**src/rtl/dm_write_buffer_if.sv**
```systemverilog
// Store/load/DM-write bundle for the data-memory write buffer.
// The slave side is the buffer. The master side is the MEM stage together with the DM write port.
interface dm_write_buffer_if #(
  parameter int ADDR_W = 12,
  parameter int DATA_W = 32
);
  logic              st_valid;
  logic [31:0]       st_pc;
  logic [ADDR_W-1:0] st_addr;
  logic [DATA_W-1:0] st_data;
  logic              st_ready;

  logic              ld_valid;
  logic [ADDR_W-1:0] ld_addr;
  logic              ld_fwd_hit;
  logic [DATA_W-1:0] ld_fwd_data;

  logic              stall;

  logic              dm_ready;
  logic              dm_we;
  logic [31:0]       dm_pc;
  logic [ADDR_W-1:0] dm_addr;
  logic [DATA_W-1:0] dm_wdata;

  logic              buf_empty;

  modport slave (
    input  st_valid, st_pc, st_addr, st_data, ld_valid, ld_addr, dm_ready,
    output st_ready, ld_fwd_hit, ld_fwd_data, stall, dm_we, dm_pc, dm_addr,
           dm_wdata, buf_empty
  );

  modport master (
    output st_valid, st_pc, st_addr, st_data, ld_valid, ld_addr, dm_ready,
    input  st_ready, ld_fwd_hit, ld_fwd_data, stall, dm_we, dm_pc, dm_addr,
           dm_wdata, buf_empty
  );
endinterface

```
**src/rtl/dm_write_buffer.sv**
```systemverilog
// In-order store buffer in front of the DM write port. When WBUF_FWD_EN is defined, it forwards
// load data from pending stores. Otherwise it stalls any load that matches a pending store.
module dm_write_buffer #(
  parameter int DEPTH  = 4,
  parameter int ADDR_W = 12,
  parameter int DATA_W = 32
) (
  input  logic           clk,
  input  logic           reset,
  dm_write_buffer_if.slave bus
);
  localparam int PTR_W = $clog2(DEPTH);
  localparam int CNT_W = PTR_W + 1;

  logic [31:0]       pc_mem   [DEPTH];
  logic [ADDR_W-1:0] addr_mem [DEPTH];
  logic [DATA_W-1:0] data_mem [DEPTH];

  logic [PTR_W-1:0] wr_ptr;
  logic [PTR_W-1:0] rd_ptr;
  logic [CNT_W-1:0] count;

  logic full;
  logic push;
  logic pop;
  logic ld_match;
  logic ld_stall;
  logic [PTR_W-1:0] idx;
`ifdef WBUF_FWD_EN
  logic [DATA_W-1:0] match_data;
`endif

  assign full = (count == CNT_W'(DEPTH));
  assign push = bus.st_valid & ~full;
  assign pop  = (count != '0) & bus.dm_ready;

  assign bus.st_ready  = ~full;
  assign bus.dm_we     = pop;
  assign bus.dm_pc     = pc_mem[rd_ptr];
  assign bus.dm_addr   = addr_mem[rd_ptr];
  assign bus.dm_wdata  = data_mem[rd_ptr];
  assign bus.buf_empty = (count == '0);

  // The scan runs from oldest to youngest, so a later match overwrites an earlier one and the youngest wins.
  always_comb begin
    ld_match = 1'b0;
    idx      = '0;
`ifdef WBUF_FWD_EN
    match_data = '0;
`endif
    for (int i = 0; i < DEPTH; i++) begin
      idx = rd_ptr + PTR_W'(i);
      if ((CNT_W'(i) < count) && (addr_mem[idx] == bus.ld_addr)) begin
        ld_match = 1'b1;
`ifdef WBUF_FWD_EN
        match_data = data_mem[idx];
`endif
      end
    end
  end

`ifdef WBUF_FWD_EN
  assign bus.ld_fwd_hit  = bus.ld_valid & ld_match;
  assign bus.ld_fwd_data = (bus.ld_valid & ld_match) ? match_data : '0;
  assign ld_stall        = 1'b0;
`else
  assign bus.ld_fwd_hit  = 1'b0;
  assign bus.ld_fwd_data = '0;
  assign ld_stall        = bus.ld_valid & ld_match;
`endif

  assign bus.stall = (bus.st_valid & full) | ld_stall;

  always_ff @(posedge clk) begin
    if (push) begin
      pc_mem[wr_ptr]   <= bus.st_pc;
      addr_mem[wr_ptr] <= bus.st_addr;
      data_mem[wr_ptr] <= bus.st_data;
    end
  end

  always_ff @(posedge clk) begin
    if (reset) begin
      wr_ptr <= '0;
      rd_ptr <= '0;
      count  <= '0;
    end else begin
      if (push) wr_ptr <= wr_ptr + PTR_W'(1);
      if (pop)  rd_ptr <= rd_ptr + PTR_W'(1);
      if (push & ~pop)
        count <= count + CNT_W'(1);
      else if (~push & pop)
        count <= count - CNT_W'(1);
    end
  end
endmodule

```
**src/flat_wrapper.sv**
```systemverilog
// flat-port wrapper written by rule: the top's interface ports become plain ports
module dm_write_buffer_flat 
#(
  parameter int DEPTH  = 4,
  parameter int ADDR_W = 12,
  parameter int DATA_W = 32
)
  (clk, reset, bus_st_valid, bus_st_pc, bus_st_addr, bus_st_data, bus_ld_valid, bus_ld_addr, bus_dm_ready, bus_st_ready, bus_ld_fwd_hit, bus_ld_fwd_data, bus_stall, bus_dm_we, bus_dm_pc, bus_dm_addr, bus_dm_wdata, bus_buf_empty);
  dm_write_buffer_if #(.ADDR_W(ADDR_W), .DATA_W(DATA_W)) bus_i ();
  input  logic clk;
  input  logic reset;
  input wire logic [$bits(bus_i.st_valid)-1:0] bus_st_valid;
  input wire logic [$bits(bus_i.st_pc)-1:0] bus_st_pc;
  input wire logic [$bits(bus_i.st_addr)-1:0] bus_st_addr;
  input wire logic [$bits(bus_i.st_data)-1:0] bus_st_data;
  input wire logic [$bits(bus_i.ld_valid)-1:0] bus_ld_valid;
  input wire logic [$bits(bus_i.ld_addr)-1:0] bus_ld_addr;
  input wire logic [$bits(bus_i.dm_ready)-1:0] bus_dm_ready;
  output wire logic [$bits(bus_i.st_ready)-1:0] bus_st_ready;
  output wire logic [$bits(bus_i.ld_fwd_hit)-1:0] bus_ld_fwd_hit;
  output wire logic [$bits(bus_i.ld_fwd_data)-1:0] bus_ld_fwd_data;
  output wire logic [$bits(bus_i.stall)-1:0] bus_stall;
  output wire logic [$bits(bus_i.dm_we)-1:0] bus_dm_we;
  output wire logic [$bits(bus_i.dm_pc)-1:0] bus_dm_pc;
  output wire logic [$bits(bus_i.dm_addr)-1:0] bus_dm_addr;
  output wire logic [$bits(bus_i.dm_wdata)-1:0] bus_dm_wdata;
  output wire logic [$bits(bus_i.buf_empty)-1:0] bus_buf_empty;
  assign bus_i.st_valid = bus_st_valid;
  assign bus_i.st_pc = bus_st_pc;
  assign bus_i.st_addr = bus_st_addr;
  assign bus_i.st_data = bus_st_data;
  assign bus_i.ld_valid = bus_ld_valid;
  assign bus_i.ld_addr = bus_ld_addr;
  assign bus_i.dm_ready = bus_dm_ready;
  assign bus_st_ready = bus_i.st_ready;
  assign bus_ld_fwd_hit = bus_i.ld_fwd_hit;
  assign bus_ld_fwd_data = bus_i.ld_fwd_data;
  assign bus_stall = bus_i.stall;
  assign bus_dm_we = bus_i.dm_we;
  assign bus_dm_pc = bus_i.dm_pc;
  assign bus_dm_addr = bus_i.dm_addr;
  assign bus_dm_wdata = bus_i.dm_wdata;
  assign bus_buf_empty = bus_i.buf_empty;
  dm_write_buffer #(.DEPTH(DEPTH), .ADDR_W(ADDR_W), .DATA_W(DATA_W)) u_core (.clk(clk), .reset(reset), .bus(bus_i));
endmodule
```
**config.mk**
```make
export PLATFORM = sky130hd
export DESIGN_NAME = dm_write_buffer_flat
export DESIGN_NICKNAME = d
export VERILOG_FILES = /design/src/rtl/dm_write_buffer_if.sv /design/src/rtl/dm_write_buffer.sv /design/src/flat_wrapper.sv
export SDC_FILE = /design/constraint.sdc
export NUM_CORES = 1
export LEC_CHECK = 0
export ABC_AREA = 1
export CORE_ASPECT_RATIO = 0.8
export CORE_MARGIN = 2
export CORE_UTILIZATION = 55
export DETAILED_ROUTE_END_ITERATION = 16
export HOLD_SLACK_MARGIN = 0.08
export PLACE_DENSITY_LB_ADDON = 0.25
export SETUP_SLACK_MARGIN = 0.05
export SKIP_LAST_GASP = 1
export SLEW_MARGIN = 25
export SYNTH_ARGS = -nofsm -noshare
export SYNTH_HDL_FRONTEND = slang
export SYNTH_SLANG_ARGS = --single-unit
```
**constraint.sdc**
```tcl
create_clock -name clk -period 5.32 [get_ports clk]
set_input_delay 0.798 -clock clk [delete_from_list [all_inputs] [get_ports clk]]
set_output_delay 0.798 -clock clk [all_outputs]
set_load 0.05 [all_outputs]
```
==> flow_summary.toml <==
[cts]
clock_latency_ns = 0.57
cts_max_level = 1
clk_pin_slew_ns = 0.06
clockBufferDepth = 3
cts_hold_buf = 0
cts_tree = "done"
post_cts_buffers = 0
cts_made_buffers = 30
cts_resized = 0
cts_sinks = 313
clockRootBuffer = "clkbuf_16"

[timing]
setup-tns-final_ns = 0
rsz0062_at_grt = "false"
tightest_slew_ns = 1.01
setup_viol = 0
slew_violations = 0
max_freq_ghz = 0.222
relSlewSlack_pct = 32.3
finalCritPeriodShare_pct = 84.7
hold_viol = 0
hold-worst-slack_ns = 0.540
clock_skew_ns = 0.0138
min_period_ns = 4.50

[route]
drt_first_pass_iters = 7
finalWirelength_um = 32600
dr.first_iter.drc_count = 914
ant_nets = 0
wl_per_cell_um = 17.7
route.detailed.drc = 0
num_vias = 10100
drt-vias-per-instance = 5.44

[worst_setup_path]
max_stage_delay_ns = 0.80
cp_cell_sequence = "buf_4 > inv_2 > buf_4 > nand2_1 > nand2_1 > nand2_1 > nand3_1 > nand2_1 > nor2_1 > nand2_1 > nor2_1 > nand2_1 > nand2_1 > nand2_1 > nand2_1 > nand2_1 > nand2_1 > clkdlybuf4s50_1"
critPathArrivalTime_ns = 3.71
critPathBufInv = 4
critPathSlowestCell = "clkdlybuf4s50_1"
critPathLaunchType = "flop"
cp_max_fo = 30
critical_path_required_ns = 4.52
crit_family = "buffers and inverters"
crit_path_frequent_cell = "nand2_1"
worstSetupPathType = "reg2out"
end_kind = "output pin"

[job]
maxCapViolations = 0

[cells_and_area]
nets = 1603
layout_commonest_cell = "nand2_1"
fill_cells = 1907
area_growth_pct = 20.3
final_cell_mix = "406 x nand2_1, 304 x edfxtp_1, 172 x clkdlybuf4s50_1, 159 x nor2_1, 145 x o21ai_0"
drive_gt1_share_pct = 4.60

[global_route]
grt_max_degree = 96
grt_pass1_wl_um = 50500
gr-usage-met3_pct = 5.31
use_met1_pct = 34.2
grtUsageTotal_pct = 24.3
top_usage_layer = "met2"
grtUsageMet2_pct = 38.6
gr-total-overflow = 0
antenna_found_initial = 2
grt_pass1_vias = 9500

[synth]
synth-seq-cells = 313
syn_area_sq_um = 14000
netlist_instances = 1348
avgSynthCellArea_sq_um = 10.4
yosys_warnings = 0
synth_cell_types = 24
synth_seq_area_share_pct = 66.6

[power_and_ir_drop]
internal_power_uw = 5440
ir_drop_uv = 527
p_leak_uw = 0.00644
p_per_area_nw_per_um2 = 565
swShare_pct = 42.7
clock_power_share_pct = 21.8
combPwrFrac_pct = 45.4
p_sw_uw = 4050
p_total_uw = 9490
seq_power_share_pct = 32.8

[floorplanning]
dieArea_sq_um = 26700
die_x_um = 182
core_area_sq_um = 25100
die_h_um = 147
initial_core_util_pct = 55.6
ioPinCount = 206
placementRows = 52

[worst_hold_path]
hp-class = "reg2reg"

[placement]
port_buffers = 172
hpwl_um = 20600
gp_congestion = 0.960

[status]
status = "finished clean"
[cells in the mapped netlist, drive strengths merged]
master	number	area [sq um]
buf	60	438
nand4	1	6.26
xor2	1	8.76
conb	1	3.75
nand3	74	370
a21oi	11	55.1
edfxtp	304	9130
xnor2	1	8.76
ha	9	113
dfxtp	9	180
nor2	163	612
nand2	409	1550
o211ai	2	15.0
clkbuf	39	146
inv	54	203
o21ai	146	731
o22ai	64	400
[power groups by stage]
stage | Sequential, uW | Combinational (uW) | Clock [uW]
global route | 3130 | 4630 | 2190
detailed placement | 3160 | 4300 | 0
finish | 3110 | 4310 | 2070
floorplan | 3160 | 3000 | 0
CTS | 3110 | 4320 | 2100
global placement | 3150 | 4250 | 0
[worst register-to-register path, cell delays in order, from the launching register on]
cell	delay, ns
dfxtp_1	0.37
inv_1	0.12
ha_1	0.26
nand2_1	0.10
nand2_1	0.36
nor2_4	0.93
buf_4	0.42
[worst paths after layout]
check / start / slack [ns] / cells past startpoint / end
worst max register to register: u_core.count[0]$_SDFFE_PP0P_ / 2.45 / 6 / u_core.data_mem[3][1]$_DFFE_PP_
worst max-delay path: u_core.rd_ptr[0]$_SDFFE_PP0P_ / 0.82 / 18 / bus_stall
worst min-delay path: u_core.wr_ptr[1]$_SDFFE_PP0P_ / 0.54 / 2 / u_core.wr_ptr[1]$_SDFFE_PP0P_
worst min register to register: u_core.wr_ptr[1]$_SDFFE_PP0P_ / 0.54 / 2 / u_core.wr_ptr[1]$_SDFFE_PP0P_
[layer usage]
metal / part of all wire [%] / vias up / routed length (um)
met3: 8.0 / 57 / 2620
met2: 46 / 373 / 15100
met5: 0.040 / - / 13
met1: 43 / 4740 / 14200
met4: 2.2 / 2 / 730
li1: - / 4884 / -
[layout make-up]
type,instances,area (sq um),share of cell area (%)
Sequential cell,313,9310,55.4
Multi-Input combinational cell,914,4020,23.9
Timing Repair Buffer,188,1890,11.3
Clock buffer,38,781,4.65
Tap cell,324,405,2.41
Inverter,54,205,1.22
Clock inverter,15,181,1.08
Antenna cell,1,2.50,0.0149
[logic make-up (layout without fill, tap and decap cells)]
kind of cell | count (synthesis) | after routing | synth area share, %
simple gates | 647 | 647 | 18.2
flops | 313 | 313 | 66.6
compound gates | 223 | 223 | 8.60
buf+inv | 153 | 295 | 5.63
fa+ha+maj | 9 | 9 | 0.806
xor+xnor | 2 | 2 | 0.125
other cells | 1 | 34 | 0.0268
[state kept, by name, summed over array words and instances (netlist names), named ones only]
| signal | cells |
|---|---|
| u_core.count | 3 |
| u_core.rd_ptr | 2 |
| u_core.pc_mem | 128 |
| u_core.addr_mem | 48 |
| u_core.wr_ptr | 2 |
| u_core.data_mem | 128 |
[through the flow]
stage               cells  cell area (sq um)  worst slack, ns  util [%]
finish               1847              16800            0.815      66.9
global route         1846              16800            0.558      66.9
global placement     1793              15800             1.39      63.1
CTS                  1846              16800            0.829      66.9
floorplan            1380              14100            0.299         -
detailed placement   1793              15800             1.41      63.1
No activity file was read; power rests on OpenSTA's default activity.
